### src/rtl/ping_sched_pkg.sv
// Shared state encoding and default timing for the ultrasound ping sequencer.
package ping_sched_pkg;

    typedef enum logic [2:0] {
        ST_IDLE,
        ST_SELECT,
        ST_SETTLE,
        ST_FIRE,
        ST_BLANK,
        ST_SAMPLE,
        ST_HOLDOFF,
        ST_WAIT_TRIG
    } state_t;

    localparam int DEF_CH_NUM     = 4;
    localparam int DEF_CH_W       = 2;
    localparam int DEF_PERIOD_CYC = 500000;
    localparam int DEF_SETTLE_CYC = 2500;
    localparam int DEF_BLANK_CYC  = 150000;
    localparam int DEF_SAMPLE_CYC = 150000;
    localparam int DEF_SAMPLE_DIV = 50;

endpackage

### src/rtl/ping_scheduler_rr_ch_picker.sv
// Combinational round-robin channel search: lowest enabled channel strictly above
// prev_ch (wrapping), or from channel 0 inclusive on the first slot after a start.
module rr_ch_picker
    import ping_sched_pkg::*;
#(
    parameter int CH_NUM = DEF_CH_NUM,
    parameter int CH_W   = DEF_CH_W
) (
    input  logic [CH_NUM-1:0] mask,
    input  logic [CH_W-1:0]   prev_ch,
    input  logic              first_slot,
    output logic [CH_W-1:0]   next_ch,
    output logic              none_en
);

    int                start_pos;
    int                pos;
    logic [CH_NUM-1:0] rot;

    // Rotate the mask so the search origin sits at bit 0, then take the lowest set bit.
    always_comb begin
        start_pos = first_slot ? 0 : int'(prev_ch) + 1;
        rot       = CH_NUM'({mask, mask} >> start_pos);
        pos       = 0;
        next_ch   = prev_ch;
        none_en   = 1'b1;
        for (int i = CH_NUM - 1; i >= 0; i--) begin
            if (rot[i]) begin
                pos = start_pos + i;
                if (pos >= CH_NUM) pos = pos - CH_NUM;
                next_ch = CH_W'(pos);
                none_en = 1'b0;
            end
        end
    end

endmodule

### src/rtl/ping_scheduler.sv
// Round-robin ping slot sequencer driving relay mux, excitation and AD capture.
// Optional external trigger gate per slot is enabled with PING_EXT_TRIG_EN.
module ping_scheduler
    import ping_sched_pkg::*;
#(
    parameter int CH_NUM     = DEF_CH_NUM,
    parameter int CH_W       = DEF_CH_W,
    parameter int PERIOD_CYC = DEF_PERIOD_CYC,
    parameter int SETTLE_CYC = DEF_SETTLE_CYC,
    parameter int BLANK_CYC  = DEF_BLANK_CYC,
    parameter int SAMPLE_CYC = DEF_SAMPLE_CYC,
    parameter int SAMPLE_DIV = DEF_SAMPLE_DIV
) (
    input  logic              clk_50M,
    input  logic              rst,
`ifdef PING_EXT_TRIG_EN
    input  logic              ext_trig,
`endif
    input  logic              cmd_start,
    input  logic              cmd_stop,
    input  logic [CH_NUM-1:0] ch_mask,
    input  logic [15:0]       ping_total,
    output logic [CH_W-1:0]   ch_sel,
    output logic              exc_start,
    output logic              ad_start,
    output logic              window_active,
    output logic              ping_done,
    output logic              busy,
    output logic [15:0]       ping_count,
    output logic              err_no_ch
);

    // state      | meaning
    // IDLE       | waiting for cmd_start
    // WAIT_TRIG  | slot armed, waiting for ext_trig (t held at 0)
    // SELECT     | t=0, channel chosen on entry, err_no_ch if mask empty
    // SETTLE     | t=1..SETTLE_CYC, relay mux settling
    // FIRE       | single excitation cycle
    // BLANK      | blind zone after excitation
    // SAMPLE     | AD window, ad_start every SAMPLE_DIV cycles
    // HOLDOFF    | pad to end of period, ping_done on t=PERIOD_CYC-1

    localparam int TW = $clog2(PERIOD_CYC);
    localparam int DW = $clog2(SAMPLE_DIV);

    localparam logic [TW-1:0] T_SETTLE_END = TW'(SETTLE_CYC);
    localparam logic [TW-1:0] T_BLANK_END  = TW'(SETTLE_CYC + 1 + BLANK_CYC);
    localparam logic [TW-1:0] T_SAMPLE_END = TW'(SETTLE_CYC + 1 + BLANK_CYC + SAMPLE_CYC);
    localparam logic [TW-1:0] T_DONE_PRE   = TW'(PERIOD_CYC - 2);
    localparam logic [TW-1:0] T_LAST       = TW'(PERIOD_CYC - 1);
    localparam logic [DW-1:0] AD_RELOAD    = DW'(SAMPLE_DIV - 1);

`ifdef PING_EXT_TRIG_EN
    localparam bit EXT_MODE = 1'b1;
`else
    localparam bit EXT_MODE = 1'b0;
`endif

    state_t          state;
    state_t          slot_next;
    logic [TW-1:0]   t;
    logic [DW-1:0]   ad_cnt;
    logic [15:0]     total_q;
    logic            first_slot;
    logic            stop_now;
    logic            last_ping;
    logic            enter_select;
    logic [CH_W-1:0] pick_ch;
    logic            pick_none;

    assign stop_now  = (state != ST_IDLE) && cmd_stop;
    assign last_ping = (total_q != 16'd0) && (ping_count == total_q);
    assign slot_next = EXT_MODE ? ST_WAIT_TRIG : ST_SELECT;

    rr_ch_picker #(
        .CH_NUM (CH_NUM),
        .CH_W   (CH_W)
    ) u_picker (
        .mask       (ch_mask),
        .prev_ch    (ch_sel),
        .first_slot (first_slot || (state == ST_IDLE)),
        .next_ch    (pick_ch),
        .none_en    (pick_none)
    );

    // Channel selection happens on the edge into SELECT so ch_sel and err_no_ch are valid during it.
    always_comb begin
        enter_select = 1'b0;
        if (!stop_now) begin
            case (state)
                ST_IDLE:      enter_select = cmd_start && !cmd_stop && !EXT_MODE;
                ST_HOLDOFF:   enter_select = (t == T_LAST) && !last_ping && !EXT_MODE;
`ifdef PING_EXT_TRIG_EN
                ST_WAIT_TRIG: enter_select = ext_trig;
`endif
                default:      enter_select = 1'b0;
            endcase
        end
    end

    always_ff @(posedge clk_50M) begin
        if (rst) begin
            state         <= ST_IDLE;
            ch_sel        <= '0;
            ping_count    <= '0;
            exc_start     <= 1'b0;
            ad_start      <= 1'b0;
            window_active <= 1'b0;
            ping_done     <= 1'b0;
            busy          <= 1'b0;
            err_no_ch     <= 1'b0;
            t             <= '0;
            ad_cnt        <= '0;
            total_q       <= '0;
            first_slot    <= 1'b0;
        end else begin
            exc_start <= 1'b0;
            ad_start  <= 1'b0;
            ping_done <= 1'b0;
            err_no_ch <= 1'b0;
            if (stop_now) begin
                state         <= ST_IDLE;
                busy          <= 1'b0;
                window_active <= 1'b0;
                t             <= '0;
            end else begin
                t <= t + 1'b1;
                case (state)
                    ST_IDLE: begin
                        t <= '0;
                        if (cmd_start && !cmd_stop) begin
                            ping_count <= '0;
                            total_q    <= ping_total;
                            first_slot <= 1'b1;
                            busy       <= 1'b1;
                            state      <= slot_next;
                        end
                    end
`ifdef PING_EXT_TRIG_EN
                    ST_WAIT_TRIG: begin
                        t <= '0;
                        if (ext_trig) state <= ST_SELECT;
                    end
`endif
                    ST_SELECT: begin
                        if (err_no_ch) begin
                            state <= ST_IDLE;
                            busy  <= 1'b0;
                        end else begin
                            state <= ST_SETTLE;
                        end
                    end
                    ST_SETTLE: begin
                        if (t == T_SETTLE_END) begin
                            state     <= ST_FIRE;
                            exc_start <= 1'b1;
                        end
                    end
                    ST_FIRE: state <= ST_BLANK;
                    ST_BLANK: begin
                        if (t == T_BLANK_END) begin
                            state         <= ST_SAMPLE;
                            window_active <= 1'b1;
                            ad_start      <= 1'b1;
                            ad_cnt        <= AD_RELOAD;
                        end
                    end
                    ST_SAMPLE: begin
                        if (t == T_SAMPLE_END) begin
                            state         <= ST_HOLDOFF;
                            window_active <= 1'b0;
                        end else if (ad_cnt == '0) begin
                            ad_start <= 1'b1;
                            ad_cnt   <= AD_RELOAD;
                        end else begin
                            ad_cnt <= ad_cnt - 1'b1;
                        end
                    end
                    ST_HOLDOFF: begin
                        if (t == T_LAST) begin
                            t <= '0;
                            if (last_ping) begin
                                state <= ST_IDLE;
                                busy  <= 1'b0;
                            end else begin
                                state <= slot_next;
                            end
                        end
                    end
                    default: begin
                        state <= ST_IDLE;
                        busy  <= 1'b0;
                    end
                endcase

                if ((state == ST_SAMPLE || state == ST_HOLDOFF) && t == T_DONE_PRE) begin
                    ping_done <= 1'b1;
                    if (ping_count != 16'hFFFF) ping_count <= ping_count + 16'd1;
                end

                if (enter_select) begin
                    state      <= ST_SELECT;
                    t          <= '0;
                    first_slot <= 1'b0;
                    err_no_ch  <= pick_none;
                    if (!pick_none) ch_sel <= pick_ch;
                end
            end
        end
    end

endmodule

### config.mk
export PLATFORM = sky130hd
export DESIGN_NAME = ping_scheduler
export DESIGN_NICKNAME = d
export VERILOG_FILES = /design/src/rtl/ping_sched_pkg.sv /design/src/rtl/ping_scheduler_rr_ch_picker.sv /design/src/rtl/ping_scheduler.sv
export SDC_FILE = /design/constraint.sdc
export NUM_CORES = 1
export LEC_CHECK = 0
export CAP_MARGIN = 20
export CORE_ASPECT_RATIO = 1.75
export CORE_MARGIN = 3
export CORE_UTILIZATION = 30
export DETAILED_ROUTE_END_ITERATION = 7
export PLACE_DENSITY = 0.56
export SLEW_MARGIN = 20
export SYNTH_ARGS = -nofsm -noshare
export SYNTH_HDL_FRONTEND = slang
export SYNTH_SLANG_ARGS = --single-unit
### constraint.sdc
create_clock -name clk_50M -period 2.85 [get_ports clk_50M]
set_input_delay 0.4275 -clock clk_50M [delete_from_list [all_inputs] [get_ports clk_50M]]
set_output_delay 0.4275 -clock clk_50M [all_outputs]
set_load 0.01 [all_outputs]
==> reports/results.txt, run 1 <==
H-tree Lvls - 3
area occupied by registers - 1380 um^2
area of the multi-input gates - 2560 um^2
Die Y-Extent - 160 um
vias in the first global route - 3976
CP endpoint kind - flip-flop
Reg clk slew, reported paths - 0.06 ns
Fill cells - 1308
Iter 0 DRT Violations - 401
fin. max-slew vios - 0
total gr overflow - 0
status - finished, final reports clean
sequential area share after synthesis - 33.8%
port bufs - 47
Fin Setup TNS - 0 ns
max incr delay on CP - 0.53 ns
HPWL Detailed - 8780 um
PwrDens - 507 nW/um^2
die area - 15100 um^2
layout cell share with drive strength beyond 1 - 8.84%
hold wc startpoint - ad_cnt[5]
RR Endpoint - ad_cnt[4]
Leak - 0.00176 uW
Clock Sinks - 69
Final #Nets - 581
CTS tree - built
most frequent cells in the layout - dfxtp_1, nand2_1, nor2_1
Crit Path Class - flip-flop to flip-flop
largest net degree at the start of global routing - 42
n_diodes - 0
postcts setup bufs - 0
Req. time, crit path - 3.10 ns
post-route setup slack - 0.416 ns
Crit-path slowest cell - a211oi_2
Min-Delay Endpoint - ad_cnt[5]
maximum clock frequency - 0.411 GHz
Rows - 55
CP Data Arrival Time - 2.68 ns
Synth Register Bits - 69
syn_nets - 537
Setup-failing EPs final - 0
Main synth FF type - dfxtp_1
Clock Tree Buf Depth - 2
Die Width - 94.2 um
core area - 13100 um^2
clk_skew - 0.00917 ns
Worst-Margin Slew - 0.801 ns
IO Pins - 48
CP Cell Sequence - nor4b_2 -> nand2_1 -> or4_1 -> a211oi_2 -> a21oi_1 -> a311oi_1
TritonRoute pass-1 iters - 4
R2R depth - 6
per-instance average area after synthesis - 8.09 um^2
vias per cell - 5.50
RSZ-0062 raised after global routing - false
area growth from synthesis to layout - 25.1%
r2r setup slk - 0.42 ns
commonest non-fill, non-tap cell in the layout - dfxtp_1
initial antenna violation count - 0
share of the clock period used by the worst path - 85.4%
worst vdd ir - 0.403 mV
post-place setup slack - 0.259 ns
WL/cell - 16.1 um
CTS resizes - 0
Syn. warnings - 0
Total GRT Usage - 16.0%
DR DRC count - 0
Distinct cells, synth - 75
drt total wl - 11600 um
Cell Area, Synth - 4080 um^2
worst-path fanout max - 7
min Tclk post-route - 2.43 ns
antenna-violating nets left - 0
crit path from - t[3]
cell count of the worst hold path - 1
Post-synth EDFFs - 0
gp weighted congestion - 0.879
worst hold path type - flip-flop to flip-flop
Hold Buf Count CTS - 0
Post-synth ARST share - 0%
reg-to-reg startpoint - t[3]
first-pass GRT wire length - 19400 um
initial core utilization - 31.1%
cts bufs inserted - 9
vias - 3986
Hold Vio Cnt, Final - 0
Max-Slew Margin vs Limit - 46.6%
max cap viols - 0
Clock Latency Late Sink - 0.34 ns
clock root buffer master - clkbuf_16
Mapped Cells - 505
critical path startpoint category - flip-flop
## Yosys cell counts (9+ instances only)
library cell | number | area share, %
dfxtp_1 | 69 | 34
nand2_1 | 58 | 5.3
nor2_1 | 51 | 4.7
a21oi_1 | 38 | 4.7
clkbuf_1 | 23 | 2.1
nand3_1 | 20 | 2.5
xnor2_1 | 20 | 4.3
xor2_1 | 15 | 3.2
nor3_1 | 14 | 1.7
o21ai_0 | 14 | 1.7
and3_1 | 11 | 1.7
nand2b_1 | 11 | 1.7
nor4_1 | 11 | 1.7
or3_1 | 11 | 1.7
nand4_1 | 10 | 1.5
inv_1 | 9 | 0.83
## critical path: cells and delay by family (launching register included)
kind	cells	cell delay, ns
AND/OR/NAND/NOR	3	1.04
AO/OA/AOI/OAI	3	0.91
flip-flops	1	0.39
## sequential cells by signal, summed over array words and instances, names as in the netlist
register / flops
exc_start: 1
first_slot: 1
total_q: 16
ch_sel: 2
busy: 1
window_active: 1
state: 3
ping_done: 1
t: 19
ad_cnt: 6
ping_count: 16
err_no_ch: 1
ad_start: 1
## kinds of logic after synthesis
| kind of cell | synth area share [%] |
|---|---|
| XOR/XNOR | 7.51 |
| buffers and inverters | 3.58 |
| AO/OA/AOI/OAI | 18.2 |
| AND/OR/NAND/NOR | 32.3 |
| flip-flops | 33.8 |
| adder cells (fa/ha/maj) | 2.70 |
| multiplexers | 1.84 |
## report_power, final
part	switching, uW	total, uW	internal (uW)	leakage, uW
Combinational	160	288	128	0.00104
Sequential	25.6	1010	985	0.000558
Clock	435	1290	858	0.000162
## worst max path at each step
stage | endpoint | slack, ns | cells past startpoint
floorplan | ch_sel[0] | 0.65 | 8
global placement | ch_sel[0] | 0.34 | 7
detailed placement | ch_sel[1] | 0.26 | 7
CTS | ad_cnt[4] | 0.44 | 6
global route | t[15] | 0.21 | 6
finish | ad_cnt[4] | 0.42 | 6
## layout make-up
cell class / count / area share [%]
multi-input combinational: 399 / 50.0
sequential: 69 / 27.0
timing repair buffer: 61 / 11.3
clock buffer: 9 / 4.41
tap: 171 / 4.19
clock inverter: 7 / 2.40
inverter: 9 / 0.661
## per-layer routing
| metal | part of all wire, % | routed length (um) | track usage (%) | up-vias |
|---|---|---|---|---|
| met1 | 39 | 4520 | 17.0 | 1907 |
| met5 | 0 | 0 | 0 | - |
| met2 | 53 | 6210 | 28.3 | 114 |
| li1 | - | - | - | 1933 |
| met4 | 4.2 | 487 | 10.1 | 0 |
| met3 | 3.6 | 418 | 2.95 | 32 |
## per-stage QoR
stage	hold WS (ns)	instance area [um^2]	total power, uW	cells	util (%)
floorplan	0.438	4080	1220	505	-
global placement	0.465	4760	1320	709	36.2
detailed placement	0.467	4760	1320	709	36.2
CTS	0.481	5110	2620	725	38.9
global route	0.514	5110	2700	725	38.9
finish	0.476	5110	2590	725	38.9
(Power assumes the default switching activity.)
==> run 2, diff against run 1 <==
--- a/config.mk
+++ b/config.mk
@@ -6,11 +6,13 @@
 export NUM_CORES = 1
 export LEC_CHECK = 0
 export CAP_MARGIN = 20
+export CELL_PAD_IN_SITES_DETAIL_PLACEMENT = 1
+export CELL_PAD_IN_SITES_GLOBAL_PLACEMENT = 1
 export CORE_ASPECT_RATIO = 1.75
 export CORE_MARGIN = 3
 export CORE_UTILIZATION = 30
 export DETAILED_ROUTE_END_ITERATION = 7
-export PLACE_DENSITY = 0.56
+export PLACE_DENSITY = 0.69
 export SLEW_MARGIN = 20
 export SYNTH_ARGS = -nofsm -noshare
 export SYNTH_HDL_FRONTEND = slang
==> constraint.sdc (replaced) <==
create_clock -name clk_50M -period 2.85 [get_ports clk_50M]
set_input_delay 0.4275 -clock clk_50M [delete_from_list [all_inputs] [get_ports clk_50M]]
set_output_delay 0.4275 -clock clk_50M [all_outputs]
set_load 0.1 [all_outputs]
==> run 2 against run 1 <==
Net effect: combinational power grew 9.4%; largest power group unchanged; core utilization shrank 0.16 points; critical endpoint unchanged; via count grew 1.9%; maximum frequency shrank 2.5%; clock-buffer cell count grew 1; clock skew shrank 0.0013 ns; sequential cell count is the same; cell count grew 0.83%; critical path type unchanged; global-route usage grew 2.1 points.
==> reports/results.txt, run 2 (synthesis results as in run 1) <==
CP endpoint kind - flip-flop
fin. max-slew vios - 0
PwrDens - 516 nW/um^2
area growth from synthesis to layout - 24.6%
Clock Tree Buf Depth - 2
die area - 15100 um^2
first-pass GRT wire length - 21700 um
n_diodes - 0
layout cell share with drive strength beyond 1 - 14.1%
IO Pins - 48
H-tree Lvls - 3
Setup-failing EPs final - 0
vias - 4061
initial core utilization - 31.1%
status - finished, final reports clean
port bufs - 47
commonest non-fill, non-tap cell in the layout - dfxtp_1
share of the clock period used by the worst path - 87.6%
area of the multi-input gates - 2560 um^2
clock root buffer master - clkbuf_16
area occupied by registers - 1380 um^2
Iter 0 DRT Violations - 186
hold wc startpoint - ad_cnt[5]
Leak - 0.00184 uW
post-route setup slack - 0.353 ns
vias in the first global route - 4341
core area - 13100 um^2
worst vdd ir - 0.329 mV
Fill cells - 1558
Reg clk slew, reported paths - 0.06 ns
reg-to-reg startpoint - t[4]
Die Y-Extent - 160 um
CTS tree - built
Req. time, crit path - 3.08 ns
critical path startpoint category - flip-flop
CTS resizes - 0
max cap viols - 0
worst-path fanout max - 7
maximum clock frequency - 0.401 GHz
RSZ-0062 raised after global routing - false
Worst-Margin Slew - 0.657 ns
Hold Buf Count CTS - 0
HPWL Detailed - 10200 um
postcts setup bufs - 0
antenna-violating nets left - 0
initial antenna violation count - 0
Final #Nets - 587
total gr overflow - 0
Hold Vio Cnt, Final - 0
crit path from - t[4]
Clock Latency Late Sink - 0.34 ns
Rows - 55
gp weighted congestion - 0.879
Most flops, register - t
Largest register FFs - 19
largest net degree at the start of global routing - 42
Fin Setup TNS - 0 ns
cts bufs inserted - 9
drt total wl - 13200 um
Largest regs - t (19), ping_count (16), total_q (16)
vias per cell - 5.56
clk_skew - 0.00784 ns
Max-Slew Margin vs Limit - 55.8%
min Tclk post-route - 2.50 ns
TritonRoute pass-1 iters - 4
Crit Path Class - flip-flop to flip-flop
most frequent cells in the layout - dfxtp_1, nand2_1, nor2_1
worst hold path type - flip-flop to flip-flop
CP Data Arrival Time - 2.73 ns
Total GRT Usage - 18.1%
WL/cell - 18.1 um
post-place setup slack - 0.408 ns
Die Width - 94.2 um
Clock Sinks - 69
DR DRC count - 0
==> run 2: cell count changes in the layout (fill, tap and decap cells not counted), sizes merged <==
cell           change
clkinvlp           -1
clkinv             +1
clkdlybuf4s50     -24
buf               +30
inv                -1
clkbuf             +1
==> run 2: path summary, 6_finish.rpt <==
kind | slack [ns] | depth (start not counted) | endpoint
max | 0.35 | 6 | ad_cnt[4]
max reg2reg | 0.35 | 6 | ad_cnt[4]
min | 0.48 | 1 | ad_cnt[5]
min reg2reg | 0.48 | 1 | ad_cnt[5]
==> run 2: power by group <==
group | switching (uW) | total, uW | leakage (uW) | internal, uW
combinational | 189 | 315 | 0.00112 | 127
clock | 439 | 1290 | 0.000163 | 855
sequential | 29.5 | 1020 | 0.000558 | 986
total | 657 | 2620 | 0.00184 | 1970
==> run 2: per-stage QoR <==
step	utilization, %	power (uW)	cells	hold WS (ns)	instance area (um^2)
3_3_place_gp	36.1	1340	715	0.460	4750
5_1_grt	38.7	2730	731	0.512	5090
3_5_place_dp	36.1	1350	715	0.476	4750
4_1_cts	38.7	2660	731	0.482	5090
6_report	38.7	2620	731	0.478	5090
2_1_floorplan	-	1240	505	0.438	4090
==> run 2: layout make-up <==
type	count	area share, %
Sequential cell	69	27.2
Timing Repair Buffer	67	11.0
Inverter	9	0.664
Tap cell	171	4.21
Clock buffer	10	4.50
Clock inverter	6	2.19
Multi-Input combinational cell	399	50.2
==> run 2: per-layer routing <==
layer / global-route usage, % / up-vias / wire length, um / part of all wire, %
met5: 0 / - / 0 / 0
met4: 10.5 / 0 / 729 / 5.5
met3: 3.05 / 47 / 429 / 3.2
met2: 34.2 / 110 / 7260 / 55
met1: 17.8 / 1971 / 4800 / 36
li1: - / 1933 / - / -
==> run 2: worst max-delay path: stages, from the launching register on <==
cell and delay [ns]:
dfxtp_1 0.52, and3b_1 0.25, nand3_1 0.13, or4_1 0.54, a211oi_2 0.52, a21oi_1 0.12, a311oi_1 0.30
